File: config.mk
export PLATFORM = sky130hd
export DESIGN_NAME = control_sequencer
export DESIGN_NICKNAME = d
export VERILOG_FILES = /design/src/rtl/bbcpu_pkg.sv /design/src/rtl/control_decode.sv /design/src/rtl/control_sequencer.sv
export SDC_FILE = /design/constraint.sdc
export NUM_CORES = 1
export LEC_CHECK = 0
export ABC_AREA = 1
export CORE_UTILIZATION = 41
export DETAILED_ROUTE_END_ITERATION = 10
export HOLD_SLACK_MARGIN = 0.1
export PLACE_DENSITY = 0.75
export SYNTH_ARGS = -nofsm -noshare
export SYNTH_HDL_FRONTEND = slang
export SYNTH_SLANG_ARGS = --single-unit
File: constraint.sdc
create_clock -name clk -period 1.7 [get_ports clk]
set_input_delay 0.51 -clock clk [delete_from_list [all_inputs] [get_ports clk]]
set_output_delay 0.51 -clock clk [all_outputs]
set_load 0.01 [all_outputs]
File: src/rtl/bbcpu_pkg.sv
// bbcpu_pkg: shared constants for the 8-bit bus CPU control path.
//   - opcode constants OP_NOP..OP_HLT
//   - T-state constants T0..T4
//   - control-word bit indices shared by the decoder and any microcode dump
//   - has_execute(): whether an opcode has any execute step after fetch
package bbcpu_pkg;

    localparam logic [3:0] OP_NOP = 4'h0;
    localparam logic [3:0] OP_LDA = 4'h1;
    localparam logic [3:0] OP_ADD = 4'h2;
    localparam logic [3:0] OP_SUB = 4'h3;
    localparam logic [3:0] OP_STA = 4'h4;
    localparam logic [3:0] OP_LDI = 4'h5;
    localparam logic [3:0] OP_JMP = 4'h6;
    localparam logic [3:0] OP_JC  = 4'h7;
    localparam logic [3:0] OP_JZ  = 4'h8;
    localparam logic [3:0] OP_OUT = 4'hE;
    localparam logic [3:0] OP_HLT = 4'hF;

    localparam logic [2:0] T0 = 3'd0;
    localparam logic [2:0] T1 = 3'd1;
    localparam logic [2:0] T2 = 3'd2;
    localparam logic [2:0] T3 = 3'd3;
    localparam logic [2:0] T4 = 3'd4;

    // Datapath strobes occupy the low bits; the top four bits are
    // sequencer-internal (IR load, halt request, flag capture, last step).
    localparam int CW_IR_OUT     = 0;
    localparam int CW_MAR_WRITE  = 1;
    localparam int CW_PC_OUT     = 2;
    localparam int CW_PC_ENABLE  = 3;
    localparam int CW_PC_LOAD    = 4;
    localparam int CW_RAM_OUT    = 5;
    localparam int CW_RAM_WRITE  = 6;
    localparam int CW_REGA_WE    = 7;
    localparam int CW_REGB_WE    = 8;
    localparam int CW_REGA_EN    = 9;
    localparam int CW_REGB_EN    = 10;
    localparam int CW_ALU_EN     = 11;
    localparam int CW_SUB_EN     = 12;
    localparam int CW_OUT_WRITE  = 13;
    localparam int CW_IR_WRITE   = 14;
    localparam int CW_HALT       = 15;
    localparam int CW_FLAGS      = 16;
    localparam int CW_LAST       = 17;
    localparam int CW_W          = 18;

    typedef logic [CW_W-1:0] ctrl_word_t;

    function automatic logic has_execute(input logic [3:0] op);
        case (op)
            OP_LDA, OP_ADD, OP_SUB, OP_STA, OP_LDI,
            OP_JMP, OP_JC, OP_JZ, OP_OUT, OP_HLT: has_execute = 1'b1;
            default:                              has_execute = 1'b0;
        endcase
    endfunction

endpackage

File: src/rtl/control_decode.sv
// control_decode: purely combinational microcode decode.
//   opcode_i      IR opcode field
//   step_i        current T-state
//   carry_flag_i  registered carry flag (JC condition)
//   zero_flag_i   registered zero flag (JZ condition)
//   halted_i      CPU halted; forces an all-zero control word
//   ctrl_o        control word, bit layout from bbcpu_pkg
// The fetch-side end of NOP/undefined instructions is decided by the top
// level from the incoming bus, because the IR still holds the previous
// instruction during T1.
module control_decode
    import bbcpu_pkg::*;
(
    input  logic [3:0]  opcode_i,
    input  logic [2:0]  step_i,
    input  logic        carry_flag_i,
    input  logic        zero_flag_i,
    input  logic        halted_i,
    output ctrl_word_t  ctrl_o
);

    always_comb begin
        ctrl_o = '0;
        if (!halted_i) begin
            case (step_i)
                T0: begin
                    ctrl_o[CW_PC_OUT]    = 1'b1;
                    ctrl_o[CW_MAR_WRITE] = 1'b1;
                end
                T1: begin
                    ctrl_o[CW_RAM_OUT]   = 1'b1;
                    ctrl_o[CW_IR_WRITE]  = 1'b1;
                    ctrl_o[CW_PC_ENABLE] = 1'b1;
                end
                T2: begin
                    case (opcode_i)
                        OP_LDA, OP_ADD, OP_SUB, OP_STA: begin
                            ctrl_o[CW_IR_OUT]    = 1'b1;
                            ctrl_o[CW_MAR_WRITE] = 1'b1;
                        end
                        OP_LDI: begin
                            ctrl_o[CW_IR_OUT]  = 1'b1;
                            ctrl_o[CW_REGA_WE] = 1'b1;
                            ctrl_o[CW_LAST]    = 1'b1;
                        end
                        OP_JMP: begin
                            ctrl_o[CW_IR_OUT]  = 1'b1;
                            ctrl_o[CW_PC_LOAD] = 1'b1;
                            ctrl_o[CW_LAST]    = 1'b1;
                        end
                        OP_JC: begin
                            ctrl_o[CW_IR_OUT]  = carry_flag_i;
                            ctrl_o[CW_PC_LOAD] = carry_flag_i;
                            ctrl_o[CW_LAST]    = 1'b1;
                        end
                        OP_JZ: begin
                            ctrl_o[CW_IR_OUT]  = zero_flag_i;
                            ctrl_o[CW_PC_LOAD] = zero_flag_i;
                            ctrl_o[CW_LAST]    = 1'b1;
                        end
                        OP_OUT: begin
                            ctrl_o[CW_REGA_EN]   = 1'b1;
                            ctrl_o[CW_OUT_WRITE] = 1'b1;
                            ctrl_o[CW_LAST]      = 1'b1;
                        end
                        OP_HLT: begin
                            ctrl_o[CW_HALT] = 1'b1;
                            ctrl_o[CW_LAST] = 1'b1;
                        end
                        default: ctrl_o[CW_LAST] = 1'b1;
                    endcase
                end
                T3: begin
                    case (opcode_i)
                        OP_LDA: begin
                            ctrl_o[CW_RAM_OUT] = 1'b1;
                            ctrl_o[CW_REGA_WE] = 1'b1;
                            ctrl_o[CW_LAST]    = 1'b1;
                        end
                        OP_ADD, OP_SUB: begin
                            ctrl_o[CW_RAM_OUT] = 1'b1;
                            ctrl_o[CW_REGB_WE] = 1'b1;
                        end
                        OP_STA: begin
                            ctrl_o[CW_REGA_EN]   = 1'b1;
                            ctrl_o[CW_RAM_WRITE] = 1'b1;
                            ctrl_o[CW_LAST]      = 1'b1;
                        end
                        default: ctrl_o[CW_LAST] = 1'b1;
                    endcase
                end
                default: begin
                    // T4 only exists for ADD/SUB; any other combination
                    // simply returns to fetch.
                    ctrl_o[CW_LAST] = 1'b1;
                    if (step_i == T4 && (opcode_i == OP_ADD || opcode_i == OP_SUB)) begin
                        ctrl_o[CW_ALU_EN]  = 1'b1;
                        ctrl_o[CW_REGA_WE] = 1'b1;
                        ctrl_o[CW_FLAGS]   = 1'b1;
                        ctrl_o[CW_SUB_EN]  = (opcode_i == OP_SUB);
                    end
                end
            endcase
        end
    end

endmodule

File: src/rtl/control_sequencer.sv
// control_sequencer: microcoded control unit for the 8-bit bus CPU.
// Holds the instruction register, T-state counter, carry/zero flags and the
// sticky halt bit; strobes are a Moore decode of that state.
//   clk, rst_n        clock (rising edge), asynchronous active-low reset
//   bus_in            shared bus: IR source at T1, zero-test at ADD/SUB T4
//   carry             ALU carry-out, captured at ADD/SUB T4
//   operand           IR operand field
//   ir_out .. out_write  datapath and ALU-block strobes
//   halted            CPU stopped
//   carry_flag, zero_flag  registered flags
module control_sequencer
    import bbcpu_pkg::*;
#(
    parameter int WIDTH = 8
) (
    input  logic             clk,
    input  logic             rst_n,
    input  logic [WIDTH-1:0] bus_in,
    input  logic             carry,
    output logic [WIDTH-5:0] operand,
    output logic             ir_out,
    output logic             mar_write,
    output logic             pc_out,
    output logic             pc_enable,
    output logic             pc_load,
    output logic             ram_out,
    output logic             ram_write,
    output logic             rega_write_enable,
    output logic             regb_write_enable,
    output logic             rega_enable,
    output logic             regb_enable,
    output logic             alu_enable,
    output logic             sub_enable,
    output logic             out_write,
    output logic             halted,
    output logic             carry_flag,
    output logic             zero_flag
);

    logic [2:0]       step_q, step_d;
    logic [WIDTH-1:0] ir_q, ir_d;
    logic             carry_flag_q, carry_flag_d;
    logic             zero_flag_q, zero_flag_d;
    logic             halted_q, halted_d;
    ctrl_word_t       ctrl;

    control_decode u_decode (
        .opcode_i     (ir_q[WIDTH-1 -: 4]),
        .step_i       (step_q),
        .carry_flag_i (carry_flag_q),
        .zero_flag_i  (zero_flag_q),
        .halted_i     (halted_q),
        .ctrl_o       (ctrl)
    );

    // State register.
    always_ff @(posedge clk or negedge rst_n) begin
        if (!rst_n) begin
            step_q       <= T0;
            ir_q         <= '0;
            carry_flag_q <= 1'b0;
            zero_flag_q  <= 1'b0;
            halted_q     <= 1'b0;
        end else begin
            step_q       <= step_d;
            ir_q         <= ir_d;
            carry_flag_q <= carry_flag_d;
            zero_flag_q  <= zero_flag_d;
            halted_q     <= halted_d;
        end
    end

    // Next-state logic. Once halted, everything holds (step is already T0).
    always_comb begin
        step_d       = step_q;
        ir_d         = ir_q;
        carry_flag_d = carry_flag_q;
        zero_flag_d  = zero_flag_q;
        halted_d     = halted_q;
        if (!halted_q) begin
            if (ctrl[CW_IR_WRITE]) begin
                ir_d = bus_in;
            end
            if (ctrl[CW_FLAGS]) begin
                carry_flag_d = carry;
                zero_flag_d  = (bus_in == '0);
            end
            if (ctrl[CW_HALT]) begin
                halted_d = 1'b1;
            end
            // At T1 the new opcode is only on the bus, so the NOP/undefined
            // early return is decided from bus_in rather than the IR.
            if (step_q == T1) begin
                step_d = has_execute(bus_in[WIDTH-1 -: 4]) ? T2 : T0;
            end else if (ctrl[CW_LAST]) begin
                step_d = T0;
            end else begin
                step_d = step_q + 3'd1;
            end
        end
    end

    // Output decode.
    always_comb begin
        operand           = ir_q[WIDTH-5:0];
        ir_out            = ctrl[CW_IR_OUT];
        mar_write         = ctrl[CW_MAR_WRITE];
        pc_out            = ctrl[CW_PC_OUT];
        pc_enable         = ctrl[CW_PC_ENABLE];
        pc_load           = ctrl[CW_PC_LOAD];
        ram_out           = ctrl[CW_RAM_OUT];
        ram_write         = ctrl[CW_RAM_WRITE];
        rega_write_enable = ctrl[CW_REGA_WE];
        regb_write_enable = ctrl[CW_REGB_WE];
        rega_enable       = ctrl[CW_REGA_EN];
        regb_enable       = ctrl[CW_REGB_EN];
        alu_enable        = ctrl[CW_ALU_EN];
        sub_enable        = ctrl[CW_SUB_EN];
        out_write         = ctrl[CW_OUT_WRITE];
        halted            = halted_q;
        carry_flag        = carry_flag_q;
        zero_flag         = zero_flag_q;
    end

endmodule

[Word level (Yosys, flattened, before mapping)]
Memory sizes are Yosys's and may differ from the RTL's.
Index checks and enable logic that the tools add are counted.
Cells by class
  add/subtract/negate cells: 1
  reduce and logical (&&, ||, !) cells: 12
  bitwise logic cells: 1
  eq/ne operators: 14
  mux-type cells: 38
Operator list (number)
  2-to-1 mux 1 bit: 24
  == test 4 x 3 -> 1 bit (second input constant): 4
  == test 4 bit (second input constant): 3
  one-hot mux 1 bit (3 select lines): 4
  2-to-1 mux 10 bit: 1
  == test 4 x 2 -> 1 bit (second input constant): 2
  zero test 8 bit: 1
  OR reduction 4 bit: 2
  2-to-1 mux 7 bit: 1
  == test 3 x 2 -> 1 bit (second input constant): 2
  2-to-1 mux 2 bit: 3
  2-to-1 mux 3 bit: 2
  one-hot mux 1 bit (2 select lines): 3
  OR reduction 6 bit: 1
  == test 4 x 1 -> 1 bit (second input constant): 1
  AND reduction 2 bit: 2
  OR reduction 2 bit: 2
  adder 3 x 1 -> 3 bit (second input constant): 1
  == test 3 x 1 -> 1 bit (second input constant): 1
  == test 3 bit (second input constant): 1
  zero test 3 bit: 1
  OR reduction 3 bit: 1
  logical AND 1 bit: 1
  logical OR 1 bit: 1
  inverter 1 bit: 1
Storage, ports and cells
  memories kept: 1
  register bits: 14
  output and inout port bits: 21
  bits of input ports: 11
  ROM bits: 16
  word-level logic and storage cells: 72
Memory list
  (name not given): depth 16, bits a word 1, read ports 1, clocked after memory_dff 0, write ports 0, line bbcpu_pkg.sv:51  | case (op)

[Logic depth before layout (Yosys ltp)]
Gate-level depths: netlist of the first run.
  word-level depth: 8
  gate-level depth with buffers: 8

[By module]
From an unflattened synthesis of the first run, not the netlist that was laid out.
Second synthesis, totals
  cell total of the unflattened synthesis: 147
  area total of the unflattened synthesis: 1091.0 sq um
By module, submodules not included
  control_sequencer: cells each 75, seq. area each 350.3 sq um, area an instance 745.7 sq um, instances 1
  control_decode: cells each 72, seq. area each 0.0 sq um, area an instance 345.3 sq um, instances 1

[Worst setup path after synthesis of the first run]
OpenSTA, ideal clock, no wires.
  path kind: reg-to-output
  start: register step_q[0]
  end: output port sub_enable
  path buffers: 0
  arrival: 1.434 ns
  setup slack: -0.244 ns
  stages on the path, launching flop included: 8
  cells stage by stage: dfrtp_1 ha_1 ha_1 a21oi_4 nand3_4 nor2_4 inv_2 nor2_1
On the way
  longest elaborated chain between the ends: 5
RTL lines
  from (decl): line control_sequencer.sv:40  | logic [2:0] step_q, step_d;
  from (signal assigned): line control_sequencer.sv:65  | step_q <= step_d;
  == test 3 bit: line control_decode.sv:96  | if (step_i == T4 && (opcode_i == OP_ADD || opcode_i == OP_SUB)) begin
  logical AND 1 bit: line control_decode.sv:96
  2-to-1 mux 2 bit: line control_decode.sv:96
  2-to-1 mux 2 bit (*): line control_decode.sv:25  | case (step_i)
  2-to-1 mux 7 bit (*): line control_decode.sv:24  | if (!halted_i) begin
  to (decl): line control_sequencer.sv:33  | output logic sub_enable,
Mark *: on every way between the ends. The rest lies on a longest branch, timed or not.

[Worst setup path in the final report of the first run]
  start: register step_q[1]
  end: output port alu_enable
On the way
  longest elaborated chain between the ends: 5
RTL lines
  == test 3 bit: line control_decode.sv:96
  logical AND 1 bit: line control_decode.sv:96
  2-to-1 mux 2 bit: line control_decode.sv:96
  2-to-1 mux 2 bit (*): line control_decode.sv:25
  2-to-1 mux 7 bit (*): line control_decode.sv:24
  to (decl): line control_sequencer.sv:32  | output logic alu_enable,
Marked as above.

==> metrics.txt, run 1 <==
status finished, violations left; failing checks negative setup slack; Leakage 0.830 nW; Seq/Total Area, Yosys 0.358; Yosys top cell by area dfrtp_1; maximum clock path buffer count 2; Final Net Count 223; Setup Skew 0.0111 ns; Setup Crit Path Kind flip-flop to output pin; synth top area cells dfrtp_1 (36%), nand2_1 (14%), ha_1 (6.4%); synth cell count leaders nand2_1 (37), dfrtp_1 (14), inv_1 (13); post-route ant nets 0; worst r2r path cells 8; Required @ worst endpoint 1.19 ns; final wirelength 3.67 mm; Die ar. 2590 µm²; final setup fails 13; Die W 50.9 µm; ANT cells 0; worst hold path depth 2; CTS Buf Count 3; gr busiest metal met2; met1 GRT Util 0.350; syn avg cell area 7.36 µm²; Yosys reg bits 14; CP Capture Type output pin; gpl congestion 0.874; max-slew violation count 0; vias in the first global route 1245; Max-cap violations 0; min-delay src ir_q[0]; Post-Synthesis Cells 133; per-cell routed wire length 15.7 µm; post-route design area 1800 µm²; htree depth 1; HPWL after DPL 2.41 mm; Worst Path Max Fanout 3; 1st-pass router iterations 4; IO Port Bufs 30; area share of the leading cell type in the synthesized netlist 0.358; fraction of layout cells with a size suffix above 1 0.515; PwrDens 358 nW/µm²; ys async rst share 1.00; Yosys cell types 25; Starting Density 0.438; f_max 439 MHz; R2R Setup Slk 0.04 ns; Synth Net Count 149; crit path DAT 1.77 ns; cts hold-fix bufs 0; mapped cell area 978 µm²; Max VDD drop 0.000395 V; clk sinks 14; CTS tree done; final worst path period share 1.34; Boundary Pins 32; Clock Tree Root clkbuf_4; fin worst setup slack -0.577 ns; Final Critical Period 2.28 ns; GRT Total Usage 0.292; met2 track demand over resource 0.511; clk_lat worst skew 0.30 ns; Core ar. 2230 µm²; worst setup path startpoint step_q[1]; Critical Path Source Type flip-flop; Placed Instance Area 1550 µm²; Post-synth EDFFs 0; Hold Crit Endpoint ir_q[0]; HP Class flip-flop to flip-flop; Reg clk slew, reported paths 0.11 ns; via count 1247; detailed-route DRC error count 0; Final Core Density 0.808; initial antenna violation count 0; largest net degree at the start of global routing 15; Rows 17; vias per cell 5.33; final hold vios 0; Final Total Pwr 0.000646 W; GR Util met3 0.0655; drt initial violations 36; DIE HEIGHT 50.9 µm; P&R area growth vs syn 84.4%; RSZ-0062 raised after global routing yes; first-pass GRT wire length 5.53 mm; total gr overflow 0; R2R Path End step_q[2]; synth warn 0; top-count cell post-synth nand2_1; R2R Path Start step_q[1]; Main synth FF type dfrtp_1; Hold Slack 0.474 ns
==> area by class of cell <==
class,count,area [µm²]
repair buffers,76,627
fillers,134,429
well taps,28,35.0
clock buffers,4,36.3
inverters,17,76.3
multi-input cells,95,678
flip-flops and latches,14,352
==> cells in the final DEF, fill, tap and decap left out <==
| cell type | count |
|---|---|
| a21oi_1 | 4 |
| a21oi_4 | 2 |
| a311oi_2 | 1 |
| buf_2 | 10 |
| buf_4 | 39 |
| buf_6 | 11 |
| clkbuf_4 | 3 |
| clkbuf_8 | 1 |
| clkdlybuf4s50_1 | 10 |
| conb_1 | 1 |
| dfrtp_1 | 13 |
| dfrtp_2 | 1 |
| dlygate4sd2_1 | 4 |
| dlymetal6s2s_1 | 2 |
| ha_2 | 1 |
| ha_4 | 4 |
| inv_1 | 9 |
| inv_2 | 4 |
| inv_4 | 3 |
| inv_6 | 1 |
| nand2_1 | 30 |
| nand2_2 | 5 |
| nand2_4 | 2 |
| nand3_1 | 3 |
| nand3_2 | 1 |
| nand3_4 | 2 |
| nand4_1 | 5 |
| nor2_1 | 6 |
| nor2_2 | 5 |
| nor2_4 | 5 |
| nor3_1 | 2 |
| nor4_1 | 1 |
| o21ai_0 | 8 |
| o21ai_1 | 1 |
| o21ai_2 | 3 |
| o21ai_4 | 1 |
| o22ai_2 | 1 |
| o31ai_1 | 1 |
==> registers in the layout (all words and copies together) (netlist names) <==
name and count:
zero_flag 1, step_q 3, halted 1, ir_q 8, carry_flag 1
==> worst max path at each step <==
stage | to | cells past startpoint | slack [ns]
global route | rega_write_enable | 9 | -0.66
finish | alu_enable | 7 | -0.58
detailed placement | sub_enable | 8 | -0.68
CTS | rega_write_enable | 8 | -0.51
floorplan | sub_enable | 7 | -0.17
global placement | sub_enable | 8 | -0.61
==> layer usage <==
metal | vias to the layer above | part of all wire
li1 | 575 | -
met3 | 21 | 0.063
met4 | 0 | 0.043
met5 | - | 0
met1 | 593 | 0.38
met2 | 58 | 0.51
==> kinds of logic (layout without fill, tap and decap cells) <==
group                    count (synthesis)  in the layout  share of synthesized area
adder cells (fa/ha/maj)                  5              5                     0.0639
AND/OR/NAND/NOR                         67             67                      0.318
flip-flops                              14             14                      0.358
AO/OA/AOI/OAI                           22             22                      0.139
buffers and inverters                   24             97                      0.116
other                                    1              1                    0.00383
==> metrics by stage <==
step,setup slack (ns),setup TNS [ns],instances
global route,-0.658,-6.46,234
CTS,-0.506,-5.29,231
floorplan,-0.167,-0.413,133
global placement,-0.610,-6.53,217
finish,-0.577,-5.64,234
detailed placement,-0.683,-7.47,217
==> power by group <==
group | switching (W) | internal, W
clock | 0.000137 | 0.000131
sequential | 0 | 0.000333
combinational | 0.0000211 | 0.0000239
==> worst max-delay path, stage by stage, from the launching register on <==
cell     delay (ns)
dfrtp_1        0.43
ha_2           0.21
ha_4           0.17
a21oi_4        0.16
nand3_4        0.11
nor2_4         0.13
buf_4          0.13
buf_2          0.12
==> repair_timing <==
| item | CTS | global route |
|---|---|---|
| pin swaps | 16 | 10 |
| setup buffers | 10 | 5 |
| endpoints found under the setup margin | 18 | 18 |
| resized for setup | 94 | 15 |
(Power assumes the default switching activity.)
==> inputs of run 2 (changes only) <==
--- a/config.mk
+++ b/config.mk
@@ -10,6 +10,7 @@
 export DETAILED_ROUTE_END_ITERATION = 10
 export HOLD_SLACK_MARGIN = 0.1
 export PLACE_DENSITY = 0.75
+export SKIP_CTS_REPAIR_TIMING = 1
 export SYNTH_ARGS = -nofsm -noshare
 export SYNTH_HDL_FRONTEND = slang
 export SYNTH_SLANG_ARGS = --single-unit
==> run 2 against run 1 <==
The run still ends with negative setup slack left. Critical path type unchanged. Register-to-register slack hardly changed. First-iteration DRC count is 2.8% lower. Power is 2.1% lower.
==> metrics.txt, run 2 (synthesized netlist as in run 1, its figures left out) <==
status finished, violations left; failing checks negative setup slack; CP Capture Type output pin; GRT Total Usage 0.262 (-0.0298); first-pass GRT wire length 5.00 mm (-9.6%); R2R Path Start step_q[0]; power share of the clock group 0.404 (-0.011); drt initial violations 35 (-2.8%); DIE HEIGHT 50.9 µm (unchanged); worst setup path startpoint step_q[0]; Starting Density 0.438 (unchanged); Rows 17 (unchanged); final setup fails 13 (unchanged); initial antenna violation count 0 (unchanged); f_max 436 MHz (-0.70%); clk sinks 14 (unchanged); Sequential Power Share 0.526 (+0.011); fillers 142 (+6.0%); min-delay src ir_q[0]; final worst path period share 1.35 (+0.00947); PwrDens 360 nW/µm² (+0.56%); Die ar. 2590 µm² (unchanged); placed cells 217 (unchanged); Hold Slack 0.472 ns (-0.00227 ns); Final Net Count 217 (-2.7%); Max-cap violations 0 (unchanged); filler-free cell count of the finished design 228 (-2.6%); Critical Path Source Type flip-flop; met1 GRT Util 0.333 (-0.0168); Cell Chain, Critical Path buf_6 > inv_6 > ha_4 > o21ai_4 > buf_6 > a21oi_2 > nand4_1 > nand2_2 > buf_6; HPWL after DPL 2.41 mm (unchanged); HP Class flip-flop to flip-flop; largest register by flop count ir_q; Die W 50.9 µm (unchanged); CTS tree done; maximum clock path buffer count 2 (unchanged); total gr overflow 0 (unchanged); Required @ worst endpoint 1.19 ns (about the same); met2 track demand over resource 0.444 (-0.0667); post-route ant nets 0 (unchanged); fin worst setup slack -0.594 ns (-0.0161 ns); clk_lat worst skew 0.30 ns (about the same); 1st-pass router iterations 4 (unchanged); Logic pwr share 0.070 (about the same); Reg clk slew, reported paths 0.10 ns (about the same); switch share 0.229 (-0.0159); largest net degree at the start of global routing 15 (unchanged); crit-path most repeated cell buf_6; Clock Tree Root clkbuf_4; CTS Buf Count 3 (unchanged); Final Critical Period 2.29 ns (+0.0161 ns); vias per cell 5.35 (+0.33%); Boundary Pins 32 (unchanged); Leakage 0.812 nW (-2.1%); vias in the first global route 1098 (-12%); Setup Skew 0.00895 ns (-0.00212 ns); fraction of layout cells with a size suffix above 1 0.480 (-0.0346); biggest regs ir_q (8), step_q (3); max incr delay on CP 0.41 ns (-0.02 ns); gpl congestion 0.874 (unchanged); Core ar. 2230 µm² (unchanged); max reg flops 8 (unchanged); Worst Path Max Fanout 3 (unchanged); commonest non-fill, non-tap cell in the layout buf_4; P_sw 0.000145 W (-8.4%); internal power 0.000487 W (about the same); max-slew violation count 0 (unchanged); via count 1219 (-2.2%); IO Port Bufs 30 (unchanged); detailed-route DRC error count 0 (unchanged); Slowest-stage cell, CP dfrtp_1; htree depth 1 (unchanged); gr busiest metal met2; final wirelength 3.58 mm (-2.3%); final hold vios 0 (unchanged); Setup Crit Path Kind flip-flop to output pin; crit path DAT 1.78 ns (about the same); per-cell routed wire length 15.7 µm (+0.31%); P&R area growth vs syn 79.5%; Max VDD drop 0.000340 V (-14%); GR Util met3 0.0595 (-0.00595); ANT cells 0 (unchanged); highest-count cells in the layout ignoring fill and taps buf_4 (35), nand2_1 (32), dfrtp_1 (13), inv_1 (10), clkdlybuf4s50_1 (10); RSZ-0062 raised after global routing yes
[run 2: cell types whose count changed in the layout (fill, tap and decap cells not counted), moves of 2 or more]
| cell | before | now |
|---|---|---|
| buf_2 | 10 | 8 |
| buf_4 | 39 | 35 |
| buf_6 | 11 | 9 |
| dlygate4sd2_1 | 4 | 0 |
| dlymetal6s2s_1 | 2 | 8 |
| nand2_1 | 30 | 32 |
| nand2_2 | 5 | 3 |
[run 2: layout make-up]
class	count	area, µm²	area share
inverter	17	73.8	0.0420
multi-input combinational	95	656	0.373
tap	28	35.0	0.0199
timing repair buffer	70	604	0.344
clock buffer	4	36.3	0.0207
sequential	14	352	0.200
[run 2: worst paths after layout]
check | endpoint | slack (ns) | cells after the start
worst max-delay path | rega_write_enable | -0.59 | 9
worst min-delay path | ir_q[0] | 0.47 | 2
worst max register to register | step_q[0] | 0.03 | 8
worst min register to register | ir_q[0] | 0.47 | 2
max in group asynchronous | halted | 0.97 | 2
min in group asynchronous | step_q[1] | 0.54 | 2
[run 2: metrics by stage]
step	TNS, ns	area (µm²)	power, W	util	setup slack (ns)
final	-5.76	1760	0.000632	0.787	-0.594
after global routing	-6.76	1760	0.000647	0.787	-0.649
after CTS	-12.44	1590	0.000633	0.711	-1.02
after detailed placement	-7.47	1550	0.000382	0.695	-0.683
after global placement	-6.53	1550	0.000381	0.695	-0.610
after floorplan	-0.413	1020	0.000347	-	-0.167
[run 2: power groups by stage]
| stage | Sequential, W | Clock [W] | Combinational [W] |
|---|---|---|---|
| 2_1_floorplan | 0.000339 | 0 | 0.00000767 |
| 3_3_place_gp | 0.000339 | 0 | 0.0000412 |
| 3_5_place_dp | 0.000339 | 0 | 0.0000427 |
| 4_1_cts | 0.000333 | 0.000258 | 0.0000427 |
| 5_1_grt | 0.000333 | 0.000267 | 0.0000477 |
| 6_report | 0.000333 | 0.000255 | 0.0000440 |
[run 2: per-layer routing]
layer  share of wire  vias to the layer above
met1            0.39                      582
met4           0.023                        0
met3           0.064                       11
met5               0                        -
met2            0.52                       65
li1                -                      561
[run 2: critical path: cells and delay by family (launching register included)]
kind	cells	cell delay [ns]
buffers and inverters	4	0.43
flip-flops	1	0.41
AND/OR/NAND/NOR	2	0.29
AO/OA/AOI/OAI	2	0.21
adder cells (fa/ha/maj)	1	0.15
==> inputs of run 3 (changes only) <==
--- a/config.mk
+++ b/config.mk
@@ -6,10 +6,13 @@
 export NUM_CORES = 1
 export LEC_CHECK = 0
 export ABC_AREA = 1
-export CORE_UTILIZATION = 41
+export CELL_PAD_IN_SITES_DETAIL_PLACEMENT = 0
+export CELL_PAD_IN_SITES_GLOBAL_PLACEMENT = 1
+export CORE_UTILIZATION = 28
 export DETAILED_ROUTE_END_ITERATION = 10
+export GPL_TIMING_DRIVEN = 0
 export HOLD_SLACK_MARGIN = 0.1
-export PLACE_DENSITY = 0.75
+export PLACE_DENSITY_LB_ADDON = 0.1
 export SKIP_CTS_REPAIR_TIMING = 1
 export SYNTH_ARGS = -nofsm -noshare
 export SYNTH_HDL_FRONTEND = slang
==> run 3 against run 2 <==
Wire length fell by 22%. Sequential share of layout area is 1.7 points higher. Power down 9.8%. Critical path depth down 1. First-iteration DRC count rose by 46%. Largest cell class unchanged. Clock skew down 0.00086 ns. Via count fell by 15%. Sequential power about the same. Global-route usage down 10 points. The flow still finishes with violations (negative setup slack). Flip-flop and latch count unchanged.
==> metrics.txt, run 3 (synthesized netlist as in run 1, its figures left out) <==
status finished, violations left; failing checks negative setup slack; Die W 61.1 µm (+20%); P&R area growth vs syn 64.7%; Final Critical Period 2.26 ns (-0.0287 ns); drt initial violations 51 (+46%); post-route ant nets 0 (unchanged); first-pass GRT wire length 4.35 mm (-13%); IO Port Bufs 30 (unchanged); vias per cell 4.54 (-15%); Reg clk slew, reported paths 0.09 ns (about the same); Boundary Pins 32 (unchanged); max reg flops 8 (unchanged); Starting Density 0.293 (-0.145); clk_lat worst skew 0.28 ns (-0.02 ns); HP Class flip-flop to flip-flop; commonest non-fill, non-tap cell in the layout nand2_1; total gr overflow 0 (unchanged); biggest regs ir_q (8), step_q (3); fin worst setup slack -0.565 ns (+0.0287 ns); post-route design area 1610 µm² (-8.3%); Max VDD drop 0.000242 V (-29%); max_slew headroom 0.535; crit path DAT 1.75 ns (-0.03 ns); htree depth 1 (unchanged); Slew @ Worst Pin 0.696 ns; setup TNS -5.46 ns (+0.303 ns); Critical Path Source Type flip-flop; Leakage 0.704 nW (-13%); Clock Tree Root clkbuf_4; max-slew violation count 0 (unchanged); final worst path period share 1.33 (-0.0169); detailed-route DRC error count 0 (unchanged); Die ar. 3740 µm² (+44%); via count 1040 (-15%); Final Core Density 0.483 (-0.304); CTS tree done; Final Net Count 201 (-7.4%); initial antenna violation count 0 (unchanged); Setup Crit Path Kind flip-flop to output pin; pre-CTS setup slack -0.797 ns (-0.115 ns); vias in the first global route 970 (-12%); ANT cells 0 (unchanged); RSZ-0062 raised after global routing yes; Max-cap violations 0 (unchanged); final hold vios 0 (unchanged); largest net degree at the start of global routing 15 (unchanged); maximum clock path buffer count 2 (unchanged); Worst Path Max Fanout 4 (+1); gpl congestion 0.798 (-8.7%); f_max 442 MHz (+1.3%); CP Capture Type output pin; clk sinks 14 (unchanged); Placed Instance Area 1380 µm² (-11%); DIE HEIGHT 61.1 µm (+20%); 1st-pass router iterations 4 (unchanged); fraction of layout cells with a size suffix above 1 0.426 (-0.0538); placed cells 209 (-3.7%); final wirelength 2.79 mm (-22%); per-cell routed wire length 12.2 µm (-22%); HPWL after DPL 2.05 mm (-15%); PwrDens 354 nW/µm² (-1.7%); highest-count cells in the layout ignoring fill and taps nand2_1 (31), buf_4 (20), dfrtp_1 (14), clkdlybuf4s50_1 (10), buf_2 (9); GRT Total Usage 0.161 (-0.101); final setup fails 13 (unchanged); Rows 21 (+4); filler-free cell count of the finished design 229 (+0.44%); Required @ worst endpoint 1.19 ns (about the same); CTS Buf Count 3 (unchanged); Core ar. 3340 µm² (+49%); fillers 367 (+160%); largest register by flop count ir_q; Setup Skew 0.00808 ns (-0.000862 ns)
[run 3: cell type report]
cell class | count | area, µm² | area share
multi-input cells | 95 | 652 | 0.405
repair buffers | 47 | 407 | 0.252
flip-flops and latches | 14 | 350 | 0.217
inverters | 17 | 68.8 | 0.0427
well taps | 46 | 57.6 | 0.0357
plain buffers | 7 | 53.8 | 0.0334
clock buffers | 3 | 22.5 | 0.0140
[run 3: metal layers]
| layer | GRT usage | wire (µm) | vias to the layer above |
|---|---|---|---|
| li1 | - | - | 531 |
| met1 | 0.216 | 1250 | 477 |
| met2 | 0.253 | 1370 | 28 |
| met3 | 0.0336 | 144 | 4 |
| met4 | 0.0682 | 33 | 0 |
| met5 | 0 | 0 | - |
[run 3: path summary, 6_finish.rpt]
kind | from | to | slack (ns) | cells after the start
max reg2reg | step_q[0] | zero_flag | 0.05 | 9
min reg2reg | ir_q[1] | ir_q[1] | 0.47 | 2
max | step_q[0] | sub_enable | -0.56 | 8
min in group asynchronous | rst_n | step_q[2] | 0.64 | 1
max in group asynchronous | rst_n | ir_q[1] | 0.61 | 1
min | ir_q[1] | ir_q[1] | 0.47 | 2
[run 3: worst max-delay path, cell delays in order (launching register included)]
cell     delay, ns
dfrtp_1       0.43
ha_2          0.22
ha_4          0.17
a21oi_4       0.15
nand3_4       0.10
nor2_4        0.15
inv_4         0.07
nor2_4        0.08
buf_6         0.10
[run 3: stage by stage]
| step | power [W] | hold slack, ns |
|---|---|---|
| 2_1_floorplan | 0.000347 | 0.214 |
| 4_1_cts | 0.000577 | 0.484 |
| 5_1_grt | 0.000594 | 0.497 |
| 3_3_place_gp | 0.000381 | 0.460 |
| 6_report | 0.000570 | 0.475 |
| 3_5_place_dp | 0.000382 | 0.464 |
[run 3: power breakdown]
group	leakage [nW]	internal, W	switching [W]	total, W
logic	0.552	0.0000237	0.0000182	0.0000419
registers	0.138	0.000333	0	0.000333
clock network	0.0138	0.0000822	0.000113	0.000195
total	0.704	0.000439	0.000131	0.000570
==> patch: new RTL, flow settings as in run 3 <==
The parameter `WIDTH` goes from 8 to 10.
--- a/src/rtl/control_sequencer.sv
+++ b/src/rtl/control_sequencer.sv
@@ -11,7 +11,7 @@
 module control_sequencer
     import bbcpu_pkg::*;
 #(
-    parameter int WIDTH = 8
+    parameter int WIDTH = 10
 ) (
     input  logic             clk,
     input  logic             rst_n,
Interface: changed (resized bus_in and operand); port bits go from 32 to 36. No check against the original RTL was run, so the function may have changed too.
==> patch against run 3 <==
The run still ends with negative setup slack left. Total power grew 25%. Area after synthesis grew 8.6%. Register-to-register slack lost 20 ps. Sequential cell count grew 2. Setup slack gained 1.0 ps. Cell count grew 6.6%. Synthesized cell count grew 11%. Via count grew 5.4%. Fmax is essentially flat. Design area grew 4.4%. Critical path depth grew 1. Sequential share of layout area grew 2.4 points. Routed wire length grew 4.8%.
==> patch: results (changes against run 3) <==
[power]
clkPwrFrac_pct=39.6  ; +5.3 points
ir_drop_v=0.000180  ; -26%
pg_comb_mw=0.0506  ; +21%
p_leak_nw=0.801  ; +14%
clk-power_mw=0.282  ; +45%
switching_power_mw=0.147  ; +12%

[final_layout]
fillers=393  ; +7.1%
nFlopsAndLatches=16  ; +2
drive_gt1_share_pct=35.7  ; -6.9 points
multi_input_cells=99  ; +4.2%
multi_input_area_share_pct=36.0  ; -4.5 points
final-clk-cell-share_pct=2.45  ; +1.1 points
top_regs=ir_q (10), step_q (3)
inv_count=24  ; +7
bufAreaShareNonClock_pct=28.0  ; -0.62 points
seq_area_share_pct=24.1  ; +2.4 points

[clock_tree]
cts.clk_slew.worst_paths_ps=60  ; -30 ps

[placed_design]
place.gp.congestion=0.798  ; about the same
portBuffers=34  ; +13%
dp_slack_ps=-797  ; +0.680 ps
dp_hpwl_um=2210  ; +8.0%

[global_route]
grtUsageMet1_pct=18.5  ; -3.1 points
grtUsageTotal_pct=14.7  ; -1.4 points
grtUsageMet2_pct=25.5  ; +0.22 points

[logic_synthesis]
syn_nets=166  ; +11%
yosysSeqAreaShare_pct=37.7  ; +1.9 points
yosysUniqueCellTypes=24  ; -4.0%
synth_fa_ha_area_share_pct=5.89  ; -0.50 points

[detailed_routing]
wl_met2_um=1450  ; +5.8%
met1_length_um=1360  ; +9.1%
drtIter0Drc=26  ; -49%
vias=1096  ; +5.4%
finalWirelength_um=2930  ; +4.8%

[outcome]
status=finished, violations left
violations=negative setup slack

[setup_path]
slowest_delay_ps=450  ; +20 ps

[sta]
layout_setup_ws_ps=-564  ; +1.04 ps
setup_viol=13  ; unchanged
skew_ps=1.31  ; -6.78 ps

[patch: changes by cell type after synthesis, sizes merged]
cell / delta
nor4: -1
buf: +2
a21oi: -3
nand3: +1
nor3: +2
o21ai: +5
inv: +7
dfrtp: +2
[patch: worst paths after layout]
path	to	startpoint	cells past startpoint	slack, ps
worst max-delay path	sub_enable	step_q[0]	9	-560
worst min-delay path	ir_q[3]	ir_q[3]	2	490
worst max register to register	carry_flag	step_q[0]	10	30
worst min register to register	ir_q[3]	ir_q[3]	2	490
max in group asynchronous	step_q[0]	rst_n	1	470
min in group asynchronous	ir_q[2]	rst_n	1	700
[patch: through the flow]
| step | cell area (sq um) | instances | hold WS (ps) | TNS (ps) |
|---|---|---|---|---|
| after CTS | 1550 | 233 | 501 | -11400 |
| after global routing | 1680 | 244 | 536 | -6280 |
| after detailed placement | 1510 | 230 | 484 | -7670 |
| after floorplan | 1110 | 148 | 214 | -343 |
| final | 1680 | 244 | 493 | -5420 |
| after global placement | 1510 | 230 | 478 | -7390 |
